`src/rtl/formula_traffic_gen.sv`:
```
// Traffic generator/checker for the ((a-b)*(1+3c)+4d)>>>1 pipeline: issues LFSR operand
// tuples, queues the expected results in order and scores the returned stream.
module formula_traffic_gen #(
  parameter int          WIDTH = 8,
  parameter int          DEPTH = 4,
  parameter logic [31:0] SEED  = 32'h0403_0105
) (
  input  logic                      clk,
  input  logic                      rst_n,
  input  logic                      start,
  input  logic [15:0]               num_tx,
  input  logic [7:0]                stall_mask,
  output logic signed [WIDTH-1:0]   a,
  output logic signed [WIDTH-1:0]   b,
  output logic signed [WIDTH-1:0]   c,
  output logic signed [WIDTH-1:0]   d,
  output logic                      in_valid,
  input  logic                      in_ready,
  input  logic signed [2*WIDTH+2:0] q,
  input  logic                      out_valid,
  output logic                      out_ready,
  output logic                      busy,
  output logic                      done,
  output logic [15:0]               err_count,
  output logic [15:0]               rx_count
);
  localparam int          RW   = 2*WIDTH+3;
  localparam int          AW   = (DEPTH > 2) ? $clog2(DEPTH) : 1;
  localparam logic [31:0] LOAD = (SEED == 32'h0) ? 32'h1 : SEED;
  localparam logic [31:0] POLY = 32'h8020_0003;
  localparam logic [AW:0] FULL = (AW+1)'(DEPTH);
  localparam logic signed [RW-1:0] ONE   = RW'(1);
  localparam logic signed [RW-1:0] THREE = RW'(3);

  typedef enum logic [1:0] {IDLE, RUN, DRAIN, DONE} state_t;

  state_t                 state_reg, state_next;
  logic [31:0]            lfsr_reg;
  logic [15:0]            num_reg, sent_reg;
  logic [2:0]             ph_reg;
  logic [AW:0]            count_reg;
  logic [AW-1:0]          wr_ptr_reg, rd_ptr_reg;
  logic signed [RW-1:0]   fifo_mem [DEPTH];

  logic                   start_go, push, res_hs, pop, unexpected, mismatch;
  logic signed [RW-1:0]   sa, sb, sc, sd, sum, expected;

  assign a = lfsr_reg[WIDTH-1:0];
  assign b = lfsr_reg[8 +: WIDTH];
  assign c = lfsr_reg[16 +: WIDTH];
  assign d = lfsr_reg[24 +: WIDTH];

  // Operands widened to the result width before any arithmetic so nothing overflows.
  assign sa       = {{(RW-WIDTH){a[WIDTH-1]}}, a};
  assign sb       = {{(RW-WIDTH){b[WIDTH-1]}}, b};
  assign sc       = {{(RW-WIDTH){c[WIDTH-1]}}, c};
  assign sd       = {{(RW-WIDTH){d[WIDTH-1]}}, d};
  assign sum      = (sa - sb) * (ONE + THREE * sc) + (sd <<< 2);
  assign expected = sum >>> 1;

  assign busy      = (state_reg == RUN) || (state_reg == DRAIN);
  assign done      = (state_reg == DONE);
  assign out_ready = busy && !stall_mask[ph_reg];
  assign in_valid  = (state_reg == RUN) && (sent_reg != num_reg) && (count_reg != FULL);

  assign start_go   = start && !busy;
  assign push       = in_valid && in_ready;
  assign res_hs     = out_valid && out_ready;
  assign pop        = res_hs && (count_reg != '0);
  assign unexpected = res_hs && (count_reg == '0);
  assign mismatch   = pop && (fifo_mem[rd_ptr_reg] != q);

  always_ff @(posedge clk or negedge rst_n) begin
    if (!rst_n) state_reg <= IDLE;
    else        state_reg <= state_next;
  end

  always_comb begin
    state_next = state_reg;
    case (state_reg)
      IDLE, DONE: if (start) state_next = (num_tx == 16'd0) ? DONE : RUN;
      RUN:        if (sent_reg == num_reg) state_next = DRAIN;
      DRAIN:      if (rx_count == num_reg) state_next = DONE;
      default:    state_next = IDLE;
    endcase
  end

  always_ff @(posedge clk or negedge rst_n) begin
    if (!rst_n) begin
      lfsr_reg   <= LOAD;
      num_reg    <= '0;
      sent_reg   <= '0;
      ph_reg     <= '0;
      count_reg  <= '0;
      wr_ptr_reg <= '0;
      rd_ptr_reg <= '0;
      err_count  <= '0;
      rx_count   <= '0;
    end else begin
      if (busy) ph_reg <= ph_reg + 3'd1;
      if (start_go) begin
        lfsr_reg   <= LOAD;
        num_reg    <= num_tx;
        sent_reg   <= '0;
        count_reg  <= '0;
        wr_ptr_reg <= '0;
        rd_ptr_reg <= '0;
        err_count  <= '0;
        rx_count   <= '0;
      end else begin
        if (push) begin
          lfsr_reg   <= (lfsr_reg >> 1) ^ (lfsr_reg[0] ? POLY : 32'h0);
          sent_reg   <= sent_reg + 16'd1;
          wr_ptr_reg <= wr_ptr_reg + 1'b1;
        end
        if (pop) begin
          rd_ptr_reg <= rd_ptr_reg + 1'b1;
          rx_count   <= rx_count + 16'd1;
        end
        // Simultaneous push and pop leaves occupancy unchanged, even when full.
        case ({push, pop})
          2'b10:   count_reg <= count_reg + 1'b1;
          2'b01:   count_reg <= count_reg - 1'b1;
          default: count_reg <= count_reg;
        endcase
        if ((mismatch || unexpected) && (err_count != 16'hFFFF))
          err_count <= err_count + 16'd1;
      end
    end
  end

  always_ff @(posedge clk) begin
    if (push) fifo_mem[wr_ptr_reg] <= expected;
  end
endmodule

```
`config.mk`:
```
export PLATFORM = sky130hd
export DESIGN_NAME = formula_traffic_gen
export DESIGN_NICKNAME = d
export VERILOG_FILES = /design/src/rtl/formula_traffic_gen.sv
export SDC_FILE = /design/constraint.sdc
export NUM_CORES = 1
export LEC_CHECK = 0
export BUFFER_PORTS_ARGS = -buffer_cell sky130_fd_sc_hd__buf_4
export CORE_MARGIN = 5
export CORE_UTILIZATION = 55
export DETAILED_ROUTE_END_ITERATION = 10
export PLACE_DENSITY = 0.78
export SYNTH_ARGS = -nofsm -noshare
export SYNTH_HDL_FRONTEND = slang
export SYNTH_SLANG_ARGS = --single-unit
```
`constraint.sdc`:
```
create_clock -name clk -period 7 [get_ports clk]
set_input_delay 2.1 -clock clk [delete_from_list [all_inputs] [get_ports clk]]
set_output_delay 2.1 -clock clk [all_outputs]
set_load 0.02 [all_outputs]
```
Yosys cells after proc, flatten, opt, wreduce, memory -nomap -nowiden
Memories as Yosys holds them, arrays and structs flattened.
Cells that the tools add are included.
Widths: inputs -> output; s select.
- $mul: 2
- mux-type cells: 24
- bitwise logic cells: 1
- equality and inequality tests: 14
- $add $sub $neg: 11
- order comparisons: 1
- reduce and logical (&&, ||, !) cells: 24
- operator list (kind ; number):
    $mux 16 ; 6
    $mux 32 ; 3
    $add 16x1->16 const B ; 3
    $eq 16x16->1 ; 2
    $xor 31x32->32 ; 1
    $add 19x10->19 ; 1
    $mul 9x12->19 ; 1
    $ne 19x19->1 ; 1
    $logic_not 16->1 ; 1
    $mux 2 ; 8
    $ne 16x16->1 ; 1
    $ne 16x16->1 const B ; 1
    $add 2x11->12 const A ; 1
    $mul 3x8->11 const A ; 1
    $logic_and 1x1->1 ; 10
    $sub 8x8->9 ; 1
    $add 3x1->3 const B ; 2
    $eq 2x2->1 const B ; 3
    $pmux 2 s3 ; 1
    $pmux 3 s2 ; 1
    $reduce_bool 2->1 ; 3
    $reduce_bool 3->1 ; 2
    $add 2x1->2 const B ; 2
    $eq 2x1->1 const B ; 2
    14 further kinds ; 19
- bits in registers: 108
- logic and storage cells: 88
- memory bits (writable): 76
- memories kept: 1
- bits of input ports: 48
- output and inout bits: 68
- memory list (memory ; words ; bits a word ; rd ports ; clocked after memory_dff ; wr ports ; line ; RTL):
    fifo_mem ; 4 ; 19 ; 1 ; 0 ; 1 ; 43 ; logic signed [RW-1:0] fifo_mem [DEPTH];

Logic depth before layout (Yosys ltp)
Gate-level depths: netlist of the first run.
- word-level depth: 11
- mapped depth: 27
- depth with buffers taken out: 27

Worst setup path before layout of the first run
Ideal clock, no wire load.
- path kind: flip-flop to flip-flop
- start point: register lfsr_reg[17]
- end point: memory fifo_mem[0][17] in the netlist's numbering, data pin
- setup time: 0.274 ns
- required time: 6.726 ns
- stages on the path, launching flop included: 25
- setup slack: -0.234 ns
- buffers on the path: 0
- period minus slack after synthesis: 7.234 ns
- arrival: 6.961 ns
- cell sequence: dfstp_2 -> ha_1 -> fa_1 -> a21o_1 -> a21oi_1 -> o21bai_1 -> a21oi_1 -> nor2b_1 -> o21a_1 -> xnor2_1 -> nand2_1 -> fa_1 -> inv_1 -> fa_1 -> fa_1 -> fa_1 -> inv_1 -> fa_1 -> inv_1 -> ha_1 -> o41ai_1 -> o21ai_0 -> o41ai_1 -> o21ai_0 -> xnor2_1
- cells in the longest elaborated chain, start to end: 4
- RTL lines (element ; line ; RTL):
    start, declared ; 38 ; logic [31:0] lfsr_reg;
    start signal, assigned ; 112 ; lfsr_reg <= (lfsr_reg >> 1) ^ (lfsr_reg[0] ? POLY : 32'h0);
    $mul 3x8->11 ; 58 ; assign sum = (sa - sb) * (ONE + THREE * sc) + (sd <<< 2);
    $add 2x11->12 ; 58 ;
    $mul 9x12->19 ; 58 ;
    $add 19x10->19 ; 58 ;
    net sum[18] ; 46 ; logic signed [RW-1:0] sa, sb, sc, sd, sum, expected;
    end, declared ; 43 ;
The timed path passes the listed nets, and every way through them passes these cells.

Worst setup path after layout of the first run
- start point: register lfsr_reg[17]
- end point: memory fifo_mem[3][17] in the netlist's numbering, data pin
Same word-level chain as after synthesis.

==> summary.md, run 1 <==
| Metric | Value |
|---|---|
| WL final | 29900 um |
| Post-synthesis cell count | 1230 |
| Initial DRC Count | 781 |
| Hold path cells | 1 |
| First-pass GRT wire length | 48600 um |
| Setup violators final | 0 |
| Ys async rst share | 60.0% |
| Congestion Overflow GR | 0 |
| Worst hold start | ph_reg[2] |
| Largest family of logic cells by synthesized area | adder cells |
| Portion of netlist area occupied by mux cells | 5.47% |
| Total GRT Usage | 22.7% |
| Sequential share of the synthesized area | 37.5% |
| Critical path depth | 30 |
| Die width | 164 um |
| Synth Warn # | 0 |
| Commonest cells after routing, fill and taps aside | 158 x buf_4, 152 x nand2_1, 138 x inv_1 |
| Post-synth cell types | 55 |
| Complex-gate fraction of the synthesized area | 4.98% |
| Max Slew Vio Count | 0 |
| Cts hold-fix bufs | 0 |
| Core ar. | 0.0233 sq mm |
| Worst-path fanout max | 8 |
| RSZ-0062 raised after global routing | true |
| Final nets | 1597 |
| DR pass1 iterations | 5 |
| Routability Congestion | 0.924 |
| Setup CP Type | flip-flop to flip-flop |
| Vias per Instance | 5.50 |
| Sink Count | 180 |
| Mapped Avg Cell Area | 10.6 sq um |
| Clk root buf | clkbuf_16 |
| Startpoint Class | flip-flop |
| XOR/XNOR share of the synthesized area | 9.35% |
| Antenna viol nets, final | 0 |
| Yosys reg bits | 180 |
| CP arrival | 7100 ps |
| Clk buf depth | 2 |
| Most common cell after layout, fill and taps aside | buf_4 |
| Routed len/inst | 17.6 um |
| Crit path max-delay family | adder cells |
| Clk pin slew, worst setup/hold paths | 70 ps |
| Relative slew margins | 27.2% |
| Top_reg_cell synth | dfrtp_1 |
| Worst path max stage delay | 580 ps |
| Vias in the first global route | 9453 |
| R2R Path Start | lfsr_reg[17] |
| Hold_ws | 488 ps |
| Critical Path Start | lfsr_reg[17] |
| Worst path slowest cell | dfstp_2 |
| # rows | 56 |
| Share of cells above drive strength 1 | 20.8% |
| Fmax | 145 MHz |
| Latest clock arrival within the worst-skew pair | 430 ps |
| Area Overhead vs Synth | 18.2% |
| Fillers | 1770 |
| H-tree levels | 4 |
| Port bufs | 115 |
| ANT cells | 0 |
| EDFF count, synth | 72 |
| Total I/O pin count | 116 |
| Final min period | 6910 ps |
| Max_cap viols | 0 |
| Post-Syn Nets | 1455 |
| WP data required | 7190 ps |
| Adder-cell area share of the yosys netlist | 22.8% |
| Crit end category | flip-flop |
| Vias post-DR | 9365 |
| Worst Tran Pin Value | 1080 ps |
| DIE AREA | 0.0268 sq mm |
| Max reg flops | 72 |
| Fin. Hold Viols | 0 |
| Mapped cell area | 0.0130 sq mm |
| CTS tree | yes |
| Status | finished clean |
| Synth Area in Simple Gates | 14.3% |
| DP HPWL | 22200 um |
| Worst Hold Class | flip-flop to flip-flop |
| Largest net degree at the start of global routing | 58 |
| Worst Reg2Reg Path Length in Cells | 30 |
| DRC viols | 0 |
| Antenna violations before repair | 0 |
| Buf+Inv Stages, Crit Path | 7 |
| Worst-case clock skew | 12.8 ps |
| Starting Density | 55.7% |
| Total CTS buffers | 17 |
| Die Ht | 164 um |
| Final worst-path cycle share | 98.7% |
## final timing paths
kind / end / slack [ps]
setup / recovery: fifo_mem[3][17] / 90
hold / removal: ph_reg[2] / 490
setup reg to reg: fifo_mem[3][17] / 90
hold reg to reg: ph_reg[2] / 490
max in group asynchronous: lfsr_reg[19] / 4090
min in group asynchronous: ph_reg[2] / 1690
## worst reg2reg max path: cells and delay by family (launching register included)
family / cells / cell delay, ps
compound gates: 9 / 1450
xor+xnor: 2 / 380
fa+ha+maj: 8 / 3160
buf+inv: 7 / 710
flops: 1 / 580
simple gates: 4 / 400
## timing repair
action,in CTS,in global routing
gates resized for setup,6,63
pin swaps,2,48
setup buffers,3,10
setup endpoints to repair,12,24
## metal layers
metal | vias to the layer above | GRT usage, % | wire length, um
met2 | 322 | 36.7 | 14700
li1 | 4350 | - | -
met1 | 4654 | 32.3 | 12900
met4 | 0 | 5.53 | 482
met5 | - | 0 | 0
met3 | 39 | 4.06 | 1790
## cell type report
cell class / count / area (sq um) / area share [%]
tap: 319 / 399 / 2.60
multi-input combinational: 865 / 7740 / 50.4
inverter: 148 / 556 / 3.62
clock buffer: 18 / 439 / 2.86
clock inverter: 14 / 140 / 0.913
sequential: 180 / 4870 / 31.7
timing repair buffer: 160 / 1210 / 7.87
## stage by stage
step	TNS, ps	area, sq um	setup WS (ps)	cells	util [%]
floorplan	0	13000	1.20	1230	-
global route	-1240	15400	-202	1704	65.8
global placement	0	14400	43.6	1660	61.7
finish	0	15400	91.2	1704	65.8
CTS	0	15000	1.81	1695	64.3
detailed placement	-1160	14400	-173	1660	61.7
## cells in the mapped netlist (18+ instances only)
library cell | n | area, sq um
a21oi_1 | 37 | 185
inv_1 | 147 | 552
nor2_1 | 108 | 405
fa_1 | 100 | 2000
and2_1 | 18 | 113
nand2_1 | 154 | 578
xor2_1 | 39 | 342
mux2i_1 | 23 | 230
xnor2_1 | 97 | 850
edfxtp_1 | 72 | 2160
clkbuf_1 | 26 | 97.6
nand3_1 | 25 | 125
mux4_2 | 18 | 405
ha_1 | 77 | 963
dfrtp_1 | 102 | 2550
## logic make-up (layout without fill, tap and decap cells)
| group | Yosys count | in the layout |
|---|---|---|
| xor gates and xnor gates | 137 | 137 |
| muxes | 45 | 45 |
| adders and majority gates | 177 | 177 |
| AOI/OAI and AO/OA | 101 | 101 |
| and+or+nand+nor | 405 | 405 |
| DFF | 180 | 180 |
| buffers and inverters | 185 | 340 |
Power of run 1 is left out: the tool's default activity adds up to more than one toggle a clock period on the data nets, which glitch-free logic cannot reach.
==> inputs of run 2 (changes only) <==
--- a/config.mk
+++ b/config.mk
@@ -8,7 +8,9 @@
 export BUFFER_PORTS_ARGS = -buffer_cell sky130_fd_sc_hd__buf_4
 export CORE_MARGIN = 5
 export CORE_UTILIZATION = 55
+export CTS_CLUSTER_DIAMETER = 80
 export DETAILED_ROUTE_END_ITERATION = 10
+export MAX_ROUTING_LAYER = met4
 export PLACE_DENSITY = 0.78
 export SYNTH_ARGS = -nofsm -noshare
 export SYNTH_HDL_FRONTEND = slang
==> summary.md, run 2 (synthesis gave the netlist of run 1 again) <==
| Metric | Value |
|---|---|
| Final worst-path cycle share | 97.6% (was 98.7%) |
| Antenna viol nets, final | 0 (unchanged) |
| Most used cell along the critical path | fa_1 |
| Starting Density | 55.7% (unchanged) |
| Vias in the first global route | 9507 (was 9453) |
| Port bufs | 115 (unchanged) |
| DIE AREA | 0.0268 sq mm (unchanged) |
| Clk buf depth | 2 (unchanged) |
| Critical Path Start | lfsr_reg[17] (unchanged) |
| RSZ-0062 raised after global routing | true (unchanged) |
| Worst Tran Pin Value | 1080 ps (about the same) |
| Relative slew margins | 27.3% (was 27.2%) |
| Commonest cells after routing, fill and taps aside | 164 x buf_4, 152 x nand2_1, 136 x inv_1 (was 158 x buf_4, 152 x nand2_1, 138 x inv_1) |
| DP Cell Count | 1661 (was 1660) |
| WL final | 30200 um (was 29900 um) |
| Initial DRC Count | 721 (was 781) |
| Final nets | 1605 (was 1597) |
| Setup CP Type | flip-flop to flip-flop (unchanged) |
| DP HPWL | 22000 um (was 22200 um) |
| Congestion Overflow GR | 0 (unchanged) |
| RR Endpoint | fifo_mem[1][17] (was fifo_mem[3][17]) |
| Most common cell after layout, fill and taps aside | buf_4 (unchanged) |
| CP arrival | 7020 ps (was 7100 ps) |
| Buf+Inv Stages, Crit Path | 6 (was 7) |
| Register-to-register path setup slack | 170 ps (was 90 ps) |
| Crit path max-delay family | adder cells (unchanged) |
| Fmax | 146 MHz (was 145 MHz) |
| Share of cells above drive strength 1 | 21.6% (was 20.8%) |
| Worst Reg2Reg Path Length in Cells | 26 (was 30) |
| DRC viols | 0 (unchanged) |
| Worst-case clock skew | 22.6 ps (was 12.8 ps) |
| Max_cap viols | 0 (unchanged) |
| Crit end category | flip-flop (unchanged) |
| First-pass GRT wire length | 48600 um (about the same) |
| Largest net degree at the start of global routing | 78 (was 58) |
| Antenna violations before repair | 0 (unchanged) |
| Max Slew Vio Count | 0 (unchanged) |
| Area Overhead vs Synth | 19.2% (was 18.2%) |
| Final cell count without fillers | 1712 (was 1704) |
| Core ar. | 0.0233 sq mm (unchanged) |
| Total GRT Usage | 23.5% (was 22.7%) |
| CTS tree | yes (unchanged) |
| Worst-path fanout max | 5 (was 8) |
| Status | finished clean (unchanged) |
| # rows | 56 (unchanged) |
| Worst Hold Class | flip-flop to flip-flop (unchanged) |
| Routability Congestion | 0.928 (was 0.924) |
| Die width | 164 um (unchanged) |
| Total I/O pin count | 116 (unchanged) |
| End of the critical path | fifo_mem[1][17] (was fifo_mem[3][17]) |
| R2R Path Start | lfsr_reg[17] (unchanged) |
| Max reg flops | 72 (unchanged) |
| Total CTS buffers | 17 (unchanged) |
| Critical path depth | 26 (was 30) |
| Latest clock arrival within the worst-skew pair | 450 ps (was 430 ps) |
| Fillers | 1751 (was 1770) |
| Startpoint Class | flip-flop (unchanged) |
| Sink Count | 180 (unchanged) |
| WP data required | 7190 ps (about the same) |
| Worst path slowest cell | dfstp_2 (unchanged) |
| Die Ht | 164 um (unchanged) |
| Clk pin slew, worst setup/hold paths | 80 ps (was 70 ps) |
| Vias post-DR | 9433 (was 9365) |
| ANT cells | 0 (unchanged) |
| Final min period | 6830 ps (was 6910 ps) |
| Vias per Instance | 5.51 (was 5.50) |
| Clk root buf | clkbuf_16 (unchanged) |
| Setup violators final | 0 (unchanged) |
| Worst path max stage delay | 580 ps (about the same) |
| DR pass1 iterations | 5 (unchanged) |
| H-tree levels | 4 (unchanged) |
| Fin. Hold Viols | 0 (unchanged) |
| Routed len/inst | 17.6 um (about the same) |
## run 2: worst register-to-register path, delay by kind of cell (launching register included)
kind / cells / cell delay [ps]
simple gates: 1 / 120
flops: 1 / 580
fa+ha+maj: 8 / 3180
buf+inv: 6 / 510
xor+xnor: 2 / 330
compound gates: 9 / 1870
## run 2: how the worst min path moves through the flow
stage / startpoint / depth (start not counted) / to
6_report: ph_reg[2] / 1 / ph_reg[2]
3_5_place_dp: ph_reg[2] / 1 / ph_reg[2]
4_1_cts: ph_reg[2] / 1 / ph_reg[2]
2_1_floorplan: ph_reg[2] / 1 / ph_reg[2]
3_3_place_gp: ph_reg[2] / 1 / ph_reg[2]
5_1_grt: ph_reg[2] / 1 / ph_reg[2]
## run 2: per-layer routing
| metal | global-route usage [%] | routed length (um) | up-vias |
|---|---|---|---|
| li1 | - | - | 4355 |
| met1 | 32.1 | 13200 | 4771 |
| met2 | 37.6 | 15000 | 266 |
| met3 | 3.76 | 1500 | 41 |
| met4 | 5.38 | 451 | 0 |
| met5 | - | 0 | - |
## run 2: cell type report
cell class,instances,area (sq um),share of cell area (%)
multi-input combinational,865,7770,50.2
sequential,180,4870,31.5
clock inverter,14,161,1.04
timing repair buffer,168,1280,8.24
tap,319,399,2.58
inverter,148,558,3.60
clock buffer,18,439,2.84
## run 2: what timing repair did
action | in CTS | in global routing
hold buffers | 0 | 0
pin swaps | 2 | 50
endpoints found under the setup margin | 12 | 20
resized for setup | 4 | 74
setup buffers | 3 | 16
## run 2: stage by stage
stage | worst slack, ps | area [sq um] | TNS [ps] | utilization, % | hold WS [ps]
3_5_place_dp | -158 | 14400 | -1060 | 61.7 | 486
5_1_grt | -120 | 15500 | -1500 | 66.4 | 508
2_1_floorplan | 1.20 | 13000 | 0 | - | 454
4_1_cts | 9.33 | 15000 | 0 | 64.4 | 497
3_3_place_gp | 50.9 | 14400 | 0 | 61.7 | 471
6_report | 171 | 15500 | 0 | 66.4 | 488
Power of run 2 is left out for the same reason.
